<file path="config.mk">
export PLATFORM = sky130hd
export DESIGN_NAME = pll_reset_sequencer_flat
export DESIGN_NICKNAME = d
export VERILOG_FILES = /design/src/rtl/pll_reset_sequencer_if.sv /design/src/rtl/pll_reset_sequencer.sv /design/src/flat_wrapper.sv
export SDC_FILE = /design/constraint.sdc
export NUM_CORES = 1
export LEC_CHECK = 0
export CAP_MARGIN = 30
export CORE_MARGIN = 2
export CORE_UTILIZATION = 30
export CTS_BUF_LIST = sky130_fd_sc_hd__clkbuf_2 sky130_fd_sc_hd__clkbuf_4 sky130_fd_sc_hd__clkbuf_8
export DETAILED_ROUTE_END_ITERATION = 6
export PLACE_DENSITY_LB_ADDON = 0.1
export SYNTH_ARGS = -nofsm -noshare
export SYNTH_HDL_FRONTEND = slang
export SYNTH_SLANG_ARGS = --single-unit
</file>
<file path="constraint.sdc">
create_clock -name clk_i -period 3.5 [get_ports clk_i]
set_input_delay 0.525 -clock clk_i [delete_from_list [all_inputs] [get_ports clk_i]]
set_output_delay 0.525 -clock clk_i [all_outputs]
set_load 0.1 [all_outputs]
</file>
<file path="src/rtl/pll_reset_sequencer_if.sv">
// rtl/pll_reset_sequencer_if.sv - PLL lock/reset control and status bundle for pll_reset_sequencer
interface pll_reset_sequencer_if;
   logic       pll_locked_i;
   logic       relock_i;
   logic       pll_rst_o;
   logic       rst_core_o;
   logic       rst_ddr_o;
   logic       ready_o;
   logic [7:0] retry_count_o;
   logic       fail_o;

   // Controller side: supplies lock status and relock requests, observes resets.
   modport master (
      output pll_locked_i,
      output relock_i,
      input  pll_rst_o,
      input  rst_core_o,
      input  rst_ddr_o,
      input  ready_o,
      input  retry_count_o,
      input  fail_o
   );

   // Sequencer side.
   modport slave (
      input  pll_locked_i,
      input  relock_i,
      output pll_rst_o,
      output rst_core_o,
      output rst_ddr_o,
      output ready_o,
      output retry_count_o,
      output fail_o
   );
endinterface

</file>
<file path="src/rtl/pll_reset_sequencer.sv">
// rtl/pll_reset_sequencer.sv - PLL reset pulse, lock qualification, core/DDR reset release (option: PLL_RESET_SEQ_AUTO_RETRY_EN)
module pll_reset_sequencer #(
   parameter int unsigned POR_CYCLES    = 16,
   parameter int unsigned LOCK_TIMEOUT  = 100000,
   parameter int unsigned STABLE_CYCLES = 1024,
   parameter int unsigned DDR_DELAY     = 256,
   parameter int unsigned CNT_W         = 20
) (
   input  logic                 clk_i,
   input  logic                 rst_i,
   pll_reset_sequencer_if.slave bus
);

   typedef enum logic [2:0] {
      S_PLL_RST   = 3'd0,
      S_WAIT_LOCK = 3'd1,
      S_STABLE    = 3'd2,
      S_CORE_ON   = 3'd3,
      S_RUN       = 3'd4,
      S_FAIL      = 3'd5
   } state_e;

   localparam logic [CNT_W-1:0] POR_LAST    = CNT_W'(POR_CYCLES - 1);
   localparam logic [CNT_W-1:0] TIMEOUT_ANY = CNT_W'(LOCK_TIMEOUT - 1);
   localparam logic [CNT_W-1:0] STABLE_LAST = CNT_W'(STABLE_CYCLES - 1);
   localparam logic [CNT_W-1:0] DDR_LAST    = CNT_W'(DDR_DELAY - 1);

`ifdef PLL_RESET_SEQ_AUTO_RETRY_EN
   localparam state_e TIMEOUT_DEST = S_PLL_RST;
`else
   localparam state_e TIMEOUT_DEST = S_FAIL;
`endif

   state_e           state_q, state_d;
   logic [CNT_W-1:0] cnt_q, cnt_d;
   logic [7:0]       retry_q, retry_d;
   logic             retry_inc;
   logic             sync1_q, lk_s_q;
   logic             pll_rst_q, pll_rst_d;
   logic             core_q, core_d;
   logic             ddr_q, ddr_d;
   logic             ready_q, ready_d;
   logic             fail_q, fail_d;

   // Two-flop synchronizer bringing PLL LOCKED into the reference clock domain.
   always_ff @(posedge clk_i) begin
      if (rst_i) begin
         sync1_q <= 1'b0;
         lk_s_q  <= 1'b0;
      end else begin
         sync1_q <= bus.pll_locked_i;
         lk_s_q  <= sync1_q;
      end
   end

   // State, counter, retry count and registered output decodes.
   always_ff @(posedge clk_i) begin
      if (rst_i) begin
         state_q   <= S_PLL_RST;
         cnt_q     <= '0;
         retry_q   <= 8'd0;
         pll_rst_q <= 1'b1;
         core_q    <= 1'b1;
         ddr_q     <= 1'b1;
         ready_q   <= 1'b0;
         fail_q    <= 1'b0;
      end else begin
         state_q   <= state_d;
         cnt_q     <= cnt_d;
         retry_q   <= retry_d;
         pll_rst_q <= pll_rst_d;
         core_q    <= core_d;
         ddr_q     <= ddr_d;
         ready_q   <= ready_d;
         fail_q    <= fail_d;
      end
   end

   // Next-state selection; relock wins over lock loss and timeout, except in PLL_RST and FAIL.
   always_comb begin
      state_d   = state_q;
      retry_inc = 1'b0;
      unique case (state_q)
         S_PLL_RST: begin
            if (cnt_q == POR_LAST) state_d = S_WAIT_LOCK;
         end
         S_WAIT_LOCK: begin
            if (bus.relock_i) begin
               state_d = S_PLL_RST;
            end else if (lk_s_q) begin
               state_d = S_STABLE;
            end else if (cnt_q == TIMEOUT_ANY) begin
               state_d   = TIMEOUT_DEST;
               retry_inc = 1'b1;
            end
         end
         S_STABLE: begin
            if (bus.relock_i) begin
               state_d = S_PLL_RST;
            end else if (!lk_s_q) begin
               state_d = S_WAIT_LOCK;
            end else if (cnt_q == STABLE_LAST) begin
               state_d = S_CORE_ON;
            end
         end
         S_CORE_ON: begin
            if (bus.relock_i) begin
               state_d = S_PLL_RST;
            end else if (!lk_s_q) begin
               state_d   = S_PLL_RST;
               retry_inc = 1'b1;
            end else if (cnt_q == DDR_LAST) begin
               state_d = S_RUN;
            end
         end
         S_RUN: begin
            if (bus.relock_i) begin
               state_d = S_PLL_RST;
            end else if (!lk_s_q) begin
               state_d   = S_PLL_RST;
               retry_inc = 1'b1;
            end
         end
         S_FAIL: begin
            state_d = S_FAIL;
         end
         default: begin
            state_d = S_PLL_RST;
         end
      endcase

      // Counter restarts on every state entry and idles where nothing is timed.
      if (state_d != state_q) begin
         cnt_d = '0;
      end else if (state_q == S_RUN || state_q == S_FAIL) begin
         cnt_d = cnt_q;
      end else begin
         cnt_d = cnt_q + 1'b1;
      end

      retry_d = (retry_inc && retry_q != 8'hFF) ? retry_q + 8'd1 : retry_q;
   end

   // Moore output decode of the state being entered, so outputs track the state register exactly.
   always_comb begin
      pll_rst_d = 1'b1;
      core_d    = 1'b1;
      ddr_d     = 1'b1;
      ready_d   = 1'b0;
      fail_d    = 1'b0;
      unique case (state_d)
         S_PLL_RST: begin
            pll_rst_d = 1'b1;
         end
         S_WAIT_LOCK, S_STABLE: begin
            pll_rst_d = 1'b0;
         end
         S_CORE_ON: begin
            pll_rst_d = 1'b0;
            core_d    = 1'b0;
         end
         S_RUN: begin
            pll_rst_d = 1'b0;
            core_d    = 1'b0;
            ddr_d     = 1'b0;
            ready_d   = 1'b1;
         end
         S_FAIL: begin
`ifdef PLL_RESET_SEQ_AUTO_RETRY_EN
            fail_d = 1'b0;
`else
            fail_d = 1'b1;
`endif
         end
         default: begin
            pll_rst_d = 1'b1;
         end
      endcase
   end

   assign bus.pll_rst_o     = pll_rst_q;
   assign bus.rst_core_o    = core_q;
   assign bus.rst_ddr_o     = ddr_q;
   assign bus.ready_o       = ready_q;
   assign bus.retry_count_o = retry_q;
   assign bus.fail_o        = fail_q;

endmodule
</file>
<file path="src/flat_wrapper.sv">
// flat-port wrapper written by rule: the top's interface ports become plain ports
module pll_reset_sequencer_flat 
#(
   parameter int unsigned POR_CYCLES    = 16,
   parameter int unsigned LOCK_TIMEOUT  = 100000,
   parameter int unsigned STABLE_CYCLES = 1024,
   parameter int unsigned DDR_DELAY     = 256,
   parameter int unsigned CNT_W         = 20
)
  (clk_i, rst_i, bus_pll_locked_i, bus_relock_i, bus_pll_rst_o, bus_rst_core_o, bus_rst_ddr_o, bus_ready_o, bus_retry_count_o, bus_fail_o);
  pll_reset_sequencer_if bus_i ();
  input  logic clk_i;
  input  logic rst_i;
  input wire logic [$bits(bus_i.pll_locked_i)-1:0] bus_pll_locked_i;
  input wire logic [$bits(bus_i.relock_i)-1:0] bus_relock_i;
  output wire logic [$bits(bus_i.pll_rst_o)-1:0] bus_pll_rst_o;
  output wire logic [$bits(bus_i.rst_core_o)-1:0] bus_rst_core_o;
  output wire logic [$bits(bus_i.rst_ddr_o)-1:0] bus_rst_ddr_o;
  output wire logic [$bits(bus_i.ready_o)-1:0] bus_ready_o;
  output wire logic [$bits(bus_i.retry_count_o)-1:0] bus_retry_count_o;
  output wire logic [$bits(bus_i.fail_o)-1:0] bus_fail_o;
  assign bus_i.pll_locked_i = bus_pll_locked_i;
  assign bus_i.relock_i = bus_relock_i;
  assign bus_pll_rst_o = bus_i.pll_rst_o;
  assign bus_rst_core_o = bus_i.rst_core_o;
  assign bus_rst_ddr_o = bus_i.rst_ddr_o;
  assign bus_ready_o = bus_i.ready_o;
  assign bus_retry_count_o = bus_i.retry_count_o;
  assign bus_fail_o = bus_i.fail_o;
  pll_reset_sequencer #(.POR_CYCLES(POR_CYCLES), .LOCK_TIMEOUT(LOCK_TIMEOUT), .STABLE_CYCLES(STABLE_CYCLES), .DDR_DELAY(DDR_DELAY), .CNT_W(CNT_W)) u_core (.clk_i(clk_i), .rst_i(rst_i), .bus(bus_i));
endmodule
</file>
==> summary.md, run 1 <==
| Metric | Value |
|---|---|
| Post-CTS setup buffers | 0 |
| Antenna violations before repair | 0 |
| Setup CP Type | reg -> reg |
| Core box area | 0.00642 mm^2 |
| Clock sinks | 38 |
| Die X | 85.9 um |
| Pleak | about 0.8 nW |
| Syn-to-layout area delta | 16.3% |
| WP data arrival | 2.90 ns |
| FFs w/ async S/R, synth | 0% |
| GR Overflow Total | 0 |
| Cell Rows | 29 |
| Final core occ | 36.5% |
| Clock buffers created by TritonCTS | 5 |
| Max frequency | 363 MHz |
| DR WL/cell | 15.2 um |
| Hold Path Class | reg -> reg |
| Die Y | 85.9 um |
| First-pass GRT wire length | 8260 um |
| RSZ-0062 raised after global routing | no |
| Critical path fanouts, max | 7 |
| Clock Path Buffers | 2 |
| Clock slew at reported path FFs | around 0.080 ns |
| DIE AREA | 0.00738 mm^2 |
| Synthesized area | 0.00201 mm^2 |
| CTS tree | built |
| Endpoints failing hold | 0 |
| Starting Density | a little under a third |
| Drt pass-1 iters | 4 |
| HPWL after detailed placement | roughly 3300 um |
| Slew @ Worst Pin | 0.973 ns |
| Via count | roughly 1800 |
| Final setup fails | 0 |
| Ys flop type | dfxtp_1 |
| Remaining DRCs | 0 |
| Final Skew | 0.00567 ns |
| Clk_lat worst skew | slightly below 0.3 ns |
| Tot GR Track Use | between 10% and 20% |
| Hold_buf cts | 0 |
| Avg Inst Size Synth | about 8.8 um^2 |
| # diodes | 0 |
| I/O pins | 17 |
| Synth Register Bits | 38 |
| Register area share after synthesis | 37.8% |
| Layout fillers | 678 |
| ANT nets after route | 0 |
| Post-synth EDFFs | 0 |
| Drt total wl | around 4900 um |
| Status | finished, final reports clean |
| Pin count of the biggest net entering global routing | 21 |
| PwrDens | 354 mW/mm^2 |
| Non-filler cells, final | 322 |
| Dpl cells | 314 |
| Setup_tns | 0 ns |
| CTS root buf | clkbuf_8 |
| Layout cells sized above 1 | 8.16% |
| H-tree levels | 2 |
| Final Critical Period | 2.75 ns |
| DR vias/cell | ~5.5 |
| Post-CTS Resized | 0 |
| Synth warn | 0 |
| Nets@finish | 250 |
| Synthesized Nets | 236 |
| Startpoint Class | register |
| Routability cong. | 0.754 |
| Crit. End Element | register |
| Initial DRC Count | 86 |
| Distinct cell type count after synthesis | 48 |
| Worst vdd ir | 0.159 mV |
| Max-slew violations | 0 |
| MaxCap Viol Count | 0 |
| Cells after synthesis | 230 |
| Port buffer count | 16 |
| Period utilization | 78.7% |
| Critical Path RT | 3.65 ns |
| Vias in the first global route | roughly 1700 |
| Worst slew margin | between 30% and 40% |
==> critical path, stage by stage, from the launching register on <==
cell and delay (ns):
dfxtp_1 0.40, ha_1 0.28, or4bb_1 0.52, or4_1 0.42
o21a_1 0.24, a31oi_1 0.64, nor4_1 0.11
==> metal layers <==
metal,up-vias,part of all wire [%],global-route usage (%)
li1,907,-,-
met4,0,0.90,5.19
met5,-,0,0
met1,846,52,20.4
met3,4,2.7,3.18
met2,23,44,19.9
==> path summary, 6_finish.rpt <==
path,from,endpoint,slack (ns),cells after the start
max,u_core.cnt_q[0],u_core.cnt_q[3],0.75,6
min,u_core.sync1_q,u_core.lk_s_q,0.44,1
max reg2reg,u_core.cnt_q[0],u_core.cnt_q[3],0.75,6
min reg2reg,u_core.sync1_q,u_core.lk_s_q,0.44,1
==> final cells by class <==
cell class	count	area [um^2]	share of cell area [%]
repair buffers	19	183	7.80
clock buffers	8	110	4.70
flip-flops and latches	38	761	32.5
multi-input cells	177	1180	50.4
inverters	3	11.3	0.481
well taps	77	96.3	4.12
==> registers in the layout (all words and copies together), names as in the netlist <==
| signal | flops |
|---|---|
| u_core.bus.fail_o | 1 |
| u_core.bus.pll_rst_o | 1 |
| u_core.sync1_q | 1 |
| u_core.cnt_q | 20 |
| u_core.state_q | 3 |
| u_core.bus.rst_core_o | 1 |
| u_core.lk_s_q | 1 |
| u_core.bus.rst_ddr_o | 1 |
| u_core.bus.retry_count_o | 8 |
| u_core.bus.ready_o | 1 |
==> cell usage in the layout, fill, tap and decap left out, types with 2 or more instances in the layout <==
| cell type | instances |
|---|---|
| a211oi_1 | 2 |
| a21oi_1 | 10 |
| a31oi_1 | 2 |
| and2_1 | 3 |
| and3_1 | 5 |
| and3b_1 | 2 |
| and4_1 | 5 |
| buf_4 | 3 |
| clkbuf_8 | 8 |
| clkdlybuf4s50_1 | 16 |
| dfxtp_1 | 38 |
| ha_1 | 2 |
| inv_1 | 3 |
| mux2i_1 | 2 |
| nand2_1 | 9 |
| nand2b_1 | 3 |
| nand3_1 | 15 |
| nand4_1 | 8 |
| nand4b_1 | 2 |
| nor2_1 | 6 |
| nor2b_1 | 7 |
| nor3_1 | 17 |
| nor3b_1 | 2 |
| nor4_1 | 11 |
| o21a_1 | 2 |
| o21ai_0 | 6 |
| o31ai_1 | 6 |
| or3_1 | 3 |
| or4_1 | 9 |
| or4_4 | 2 |
| or4b_2 | 2 |
| xnor2_1 | 8 |
| xor2_1 | 11 |
==> cells in the mapped netlist (2+ instances only) <==
library cell | n | area share (%)
inv_1 | 3 | 0.56
nor3b_1 | 2 | 0.75
nor3_1 | 17 | 4.2
a21oi_1 | 10 | 2.5
o21a_1 | 2 | 0.75
or3_1 | 3 | 0.93
and3_1 | 5 | 1.6
o31ai_1 | 6 | 2.2
nand3_1 | 15 | 3.7
or4b_2 | 2 | 0.99
nand2b_1 | 3 | 0.93
nor2b_1 | 7 | 2.2
nand2_1 | 9 | 1.7
dfxtp_1 | 38 | 38
nand4_1 | 8 | 2.5
o21ai_0 | 6 | 1.5
and3b_1 | 2 | 0.87
or4_4 | 2 | 1.1
nand4b_1 | 2 | 0.87
or4_1 | 9 | 3.4
xor2_1 | 11 | 4.8
ha_1 | 2 | 1.2
and4_1 | 5 | 2.2
xnor2_1 | 8 | 3.5
nor4_1 | 11 | 3.4
a211oi_1 | 2 | 0.75
nor2_1 | 6 | 1.1
and2_1 | 3 | 0.93
a31oi_1 | 2 | 0.62
mux2i_1 | 2 | 0.99
clkbuf_1 | 9 | 1.7
buf_6 | 2 | 1.1
==> logic make-up (layout without fill, tap and decap cells) <==
group,after synthesis,count (layout),synth area share [%]
AOI/OAI and AO/OA,37,37,11.9
xor gates and xnor gates,19,19,8.27
adders and majority gates,2,2,1.24
buffers and inverters,15,30,3.60
DFF,38,38,37.8
muxes,2,2,0.994
and+or+nand+nor,117,117,36.2
==> where the power goes <==
group	internal, mW	switching, mW	leakage [nW]	total, mW
sequential	0.436	0.00448	0.307	0.441
combinational	0.0135	0.0182	0.432	0.0317
clock	0.199	0.158	0.0575	0.357
total	0.649	0.181	0.796	0.829
==> stage by stage <==
stage               power [mW]  instance area, um^2  hold slack [ns]  worst slack (ns)
detailed placement       0.482                 2230            0.428             0.818
finish                   0.829                 2340            0.441             0.746
global placement         0.482                 2230            0.418             0.801
CTS                      0.845                 2340            0.447             0.804
floorplan                0.470                 2010            0.414              1.10
global route             0.860                 2340            0.463             0.596
No activity file was read; power rests on OpenSTA's default activity.
==> run 2, diff against run 1 <==
==> constraint.sdc (replaced) <==
create_clock -name clk_i -period 2.45 [get_ports clk_i]
set_input_delay 0.3675 -clock clk_i [delete_from_list [all_inputs] [get_ports clk_i]]
set_output_delay 0.3675 -clock clk_i [all_outputs]
set_load 0.1 [all_outputs]
==> summary.md, run 2 (same netlist as run 1, synthesis figures left out) <==
| Metric | Value |
|---|---|
| DIE AREA | 0.00738 mm^2 |
| R2R setup slack | 0.005 ns |
| Cell Rows | 29 |
| Metal1 wirelength | 2930 um |
| Final Critical Period | 2.44 ns |
| Non-filler cells, final | 358 |
| FF/Latch Area | between 700 and 800 um^2 |
| Tot GR Track Use | 15.6% |
| Die Y | 85.9 um |
| Met2 routed WL | 2540 um |
| Pleak | 1.04 nW |
| Critical-path top delay cell | or4_4 |
| Final Power | 1.17 mW |
| Max frequency | just over 400 MHz |
| CTS tree | built |
| Die X | 85.9 um |
| # diodes | 0 |
| MaxCap Viol Count | 0 |
| Reg2reg start | u_core.cnt_q[19] |
| Dpl cells | 344 |
| Met3 Routed Length | roughly 170 um |
| Setup WS pre-CTS | -0.157 ns |
| H-tree levels | 2 |
| Pin count of the biggest net entering global routing | 21 |
| Nets@finish | 286 |
| Final Worst Setup Slack | 0.00501 ns |
| Final core occ | 42.9% |
| Clock buffers created by TritonCTS | 5 |
| Clock sinks | 38 |
| Area of the multi-input gates | 0.00137 mm^2 |
| Drt total wl | 5690 um |
| Placed Area | 0.00245 mm^2 |
| Hold depth | 1 |
| Crit. End Element | register |
| Worst-path cell chain | or4b_4 > or4_4 > o31a_4 > buf_4 > or3b_1 > a21oi_1 |
| Most frequent cells in the layout | 45 x buf_4, 36 x dfxtp_1, 17 x nor3_1 |
| Endpoints failing hold | 0 |
| Critical path fanouts, max | 6 |
| Worst vdd ir | roughly 0.14 mV |
| First-pass GRT wire length | 9250 um |
| HP Start | u_core.sync1_q |
| Layout cells sized above 1 | 31.7% |
| Clock Path Buffers | 2 |
| ANT nets after route | 0 |
| Crit Reg-Reg Endpoint | u_core.bus.retry_count_o[1] |
| Hold_buf cts | 0 |
| WP data arrival | roughly 2.7 ns |
| I/O pins | 17 |
| CP max stage delay | 0.56 ns |
| Core box area | 0.00642 mm^2 |
| Top sig layer | met4 |
| Final setup fails | 0 |
| Min-Delay Endpoint | u_core.lk_s_q |
| Vias in the first global route | 1900 |
| Setup CP Type | reg -> reg |
| Clock slew at reported path FFs | about 0.090 ns |
| Worst slew margin | 71.8% |
| Period utilization | 99.8% |
| Layout fillers | 624 |
| Critical Path RT | 2.69 ns |
| GR Overflow Total | 0 |
| Startpoint Class | register |
| Setup_tns | 0 ns |
| Most common cell after layout, fill and taps aside | buf_4 |
| Hold Path Class | reg -> reg |
| Final Skew | around 0.010 ns |
| RSZ-0062 raised after global routing | yes |
| Remaining DRCs | 0 |
| Max-slew violations | 0 |
| Slew @ Worst Pin | 0.423 ns |
| Via count | 1948 |
| Worst hold slack | 0.449 ns |
| Reg2Reg Depth | 6 |
| DR WL/cell | 15.9 um |
| Drt pass-1 iters | 4 |
| Final instance area | about 0.0028 mm^2 |
| Starting Density | a little under a third |
| PwrDens | 424 mW/mm^2 |
| Initial DRC Count | 93 |
| Crit path depth | 6 |
| Clk_lat worst skew | 0.30 ns |
| Max reg flops | 20 |
| CTS root buf | clkbuf_8 |
| CP top delay family | simple AND/OR/NAND/NOR gates |
| Status | finished, final reports clean |
| Reg with most FFs | u_core.cnt_q |
| Routability cong. | roughly 0.76 |
| Syn-to-layout area delta | 37.0% |
| Port buffer count | 16 |
| Antenna violations before repair | 0 |
| HPWL after detailed placement | around 3800 um |
| Critical path buffer and inverter count | 1 |
| DR vias/cell | 5.44 |
-- run 2: worst max path at each step --
| stage | start | slack, ns | endpoint |
|---|---|---|---|
| 5_1_grt | u_core.cnt_q[19] | -0.06 | u_core.bus.retry_count_o[3] |
| 3_3_place_gp | u_core.cnt_q[13] | -0.06 | u_core.bus.retry_count_o[4] |
| 6_report | u_core.cnt_q[19] | 0.005 | u_core.bus.retry_count_o[1] |
| 4_1_cts | u_core.cnt_q[13] | -0.002 | u_core.cnt_q[10] |
| 2_1_floorplan | u_core.cnt_q[0] | 0.05 | u_core.cnt_q[11] |
| 3_5_place_dp | u_core.cnt_q[13] | -0.16 | u_core.bus.retry_count_o[5] |
-- run 2: layer usage --
| metal | GRT usage, % | up-vias |
|---|---|---|
| met4 | 3.90 | 0 |
| met5 | 0 | - |
| li1 | - | 979 |
| met1 | 21.5 | 945 |
| met3 | 3.37 | 5 |
| met2 | 24.8 | 19 |
-- run 2: worst register-to-register path: stages (launching register included) --
cell     delay [ns]
dfxtp_2        0.32
or4b_4         0.55
or4_4          0.56
o31a_4         0.33
buf_4          0.15
or3b_1         0.36
a21oi_1        0.12
-- run 2: where the power goes --
part | switching, mW | internal [mW] | leakage, nW | total (mW)
logic | 0.0361 | 0.0341 | 0.682 | 0.0702
registers | 0.00485 | 0.623 | 0.308 | 0.628
clock network | 0.245 | 0.227 | 0.0472 | 0.472
-- run 2: cell type report --
type                    count  share of cell area, %
multi-input cells         180                   49.5
flip-flops and latches     38                   27.7
repair buffers             52                   15.4
well taps                  77                   3.49
clock buffers               6                   2.99
clock inverters             2                  0.454
inverters                   3                  0.408
-- run 2: timing repair --
item,4_1_cts,5_1_grt
endpoints found under the setup margin,14,22
buffers inserted,3,1
resized for setup,8,24
gates cloned,1,2
pin swaps,4,11
==> run 3, diff against run 2 <==
--- a/config.mk
+++ b/config.mk
@@ -6,9 +6,10 @@
 export NUM_CORES = 1
 export LEC_CHECK = 0
 export CAP_MARGIN = 30
-export CORE_MARGIN = 2
+export CORE_MARGIN = 5
 export CORE_UTILIZATION = 30
 export CTS_BUF_LIST = sky130_fd_sc_hd__clkbuf_2 sky130_fd_sc_hd__clkbuf_4 sky130_fd_sc_hd__clkbuf_8
+export CTS_CLUSTER_SIZE = 10
 export DETAILED_ROUTE_END_ITERATION = 6
 export PLACE_DENSITY_LB_ADDON = 0.1
 export SYNTH_ARGS = -nofsm -noshare
==> summary.md, run 3 (same netlist as run 1, synthesis figures left out) <==
| Metric | Value |
|---|---|
| Crit. End Element | register |
| HP Start | u_core.sync1_q |
| Pin count of the biggest net entering global routing | 21 |
| Max frequency | 405 MHz |
| Non-filler cells, final | 354 |
| Min-Delay Endpoint | u_core.lk_s_q |
| Layout cells sized above 1 | ~29% |
| # diodes | 0 |
| Worst vdd ir | 0.165 mV |
| Clock sinks | 38 |
| Final setup fails | 6 |
| Reg2reg start | u_core.cnt_q[14] |
| Max-slew violations | 0 |
| Tot GR Track Use | 13.0% |
| Final Worst Setup Slack | -0.0213 ns |
| MaxCap Viol Count | 0 |
| Nets@finish | 283 |
| Final Skew | 0.00510 ns |
| Clk_lat worst skew | 0.29 ns |
| Via count | 1946 |
| Endpoints failing hold | 0 |
| Final Critical Period | around 2.5 ns |
| Met3 Track Usage GR | under 10% |
| Slew @ Worst Pin | 0.423 ns |
| Port buffer count | 16 |
| Remaining DRCs | 0 |
| Setup_tns | -0.0593 ns |
| WP data arrival | 2.70 ns |
| Status | finished, violations left |
| Initial DRC Count | 100 |
| Clock Path Buffers | 2 |
| Core box area | about 0.0064 mm^2 |
| Routability cong. | 0.777 |
| DR vias/cell | 5.50 |
| Setup WS pre-CTS | -0.0936 ns |
| CTS root buf | clkbuf_8 |
| M1 GR Usage | about a fifth |
| Met2 usage | a little under a fifth |
| Top Usage Layer GRT | met2 |
| Max reg flops | 20 |
| Hold depth | 1 |
| Die X | 91.9 um |
| Vias in the first global route | 1796 |
| Layout fillers | 667 |
| Dpl cells | 344 |
| R2R setup slack | -0.02 ns |
| Cell Rows | 29 |
| First-pass GRT wire length | 8980 um |
| DIE AREA | 0.00845 mm^2 |
| Antenna violations before repair | 0 |
| Failing checks | setup timing |
| Critical path fanouts, max | 6 |
| Final Power | approximately 1.1 mW |
| ANT nets after route | 0 |
| Clock buffers created by TritonCTS | 5 |
| Pleak | around 1.0 nW |
| Startpoint Class | register |
| Most frequent cells in the layout | 45 x buf_4, 37 x dfxtp_1, 17 x nor3_1 |
| Drt total wl | 5460 um |
| Reg2Reg Depth | 6 |
| Period utilization | 101% |
| I/O pins | 17 |
| Crit Reg-Reg Endpoint | u_core.bus.retry_count_o[2] |
| Starting Density | a little under a third |
| Setup CP Type | reg -> reg |
| PwrDens | 427 mW/mm^2 |
| Drt pass-1 iters | 4 |
| Hold Path Class | reg -> reg |
| Most common cell after layout, fill and taps aside | buf_4 |
| Worst slew margin | 71.7% |
| GR Overflow Total | 0 |
| Reg with most FFs | u_core.cnt_q |
| DR WL/cell | 15.4 um |
| Critical Path RT | 2.68 ns |
| Clock slew at reported path FFs | approximately 0.070 ns |
| CTS tree | built |
| RSZ-0062 raised after global routing | yes |
| Syn-to-layout area delta | 32.4% |
| Die Y | 91.9 um |
| HPWL after detailed placement | 3800 um |
| H-tree levels | 2 |
==> run 3: changes by cell type in the layout (fill, tap and decap cells not counted), sizes merged <==
cell      before  now
clkbuf         6    7
clkinv         1    0
clkinvlp       1    0
and3           8    6
buf           49   48
==> run 3: final cells by class <==
type / instances / area (um^2) / area share, %
Sequential cell: 38 / 762 / 28.6
Inverter: 3 / 11.3 / 0.423
Timing Repair Buffer: 51 / 410 / 15.4
Tap cell: 77 / 96.3 / 3.62
Clock buffer: 7 / 83.8 / 3.15
Multi-Input combinational cell: 178 / 1300 / 48.8
==> run 3: worst max-delay path: stages (launching register included) <==
cell     delay (ns)
dfxtp_1        0.31
or4_4          0.54
or4_4          0.56
o31a_4         0.33
buf_4          0.14
or4_1          0.40
a21oi_1        0.13
==> run 3: metrics by stage <==
stage	area, um^2	utilization [%]	hold WS, ns
floorplan	2010	-	0.414
global placement	2450	38.1	0.417
detailed placement	2450	38.1	0.431
CTS	2560	39.9	0.445
global route	2670	41.5	0.472
finish	2670	41.5	0.443
==> run 3: what timing repair did <==
item,CTS,global route
endpoints found under the setup margin,13,20
gates cloned,0,1
endpoints found under the hold margin,0,0
gates resized for setup,6,16
hold buffers,0,0
setup buffers,0,3
pin swaps,3,11
==> run 3: how the worst max path moves through the flow <==
stage                             endpoint        startpoint  cells after the start
3_3_place_gp   u_core.bus.retry_count_o[3]  u_core.cnt_q[13]                      5
3_5_place_dp   u_core.bus.retry_count_o[4]  u_core.cnt_q[13]                      5
4_1_cts                    u_core.cnt_q[4]  u_core.cnt_q[19]                      7
5_1_grt        u_core.bus.retry_count_o[2]  u_core.cnt_q[14]                      6
2_1_floorplan             u_core.cnt_q[11]   u_core.cnt_q[0]                      8
6_report       u_core.bus.retry_count_o[2]  u_core.cnt_q[14]                      6
==> run 3: power breakdown <==
group	total (mW)	switching [mW]	internal (mW)
Clock	0.438	0.220	0.218
Sequential	0.628	0.00467	0.623
Combinational	0.0709	0.0354	0.0355
Total	1.14	0.260	0.877
==> run 3: layer usage <==
metal	part of all wire [%]	routed length, um
met5	0	0
met4	1.3	72
met3	3.2	176
met2	46	2500
met1	50	2710
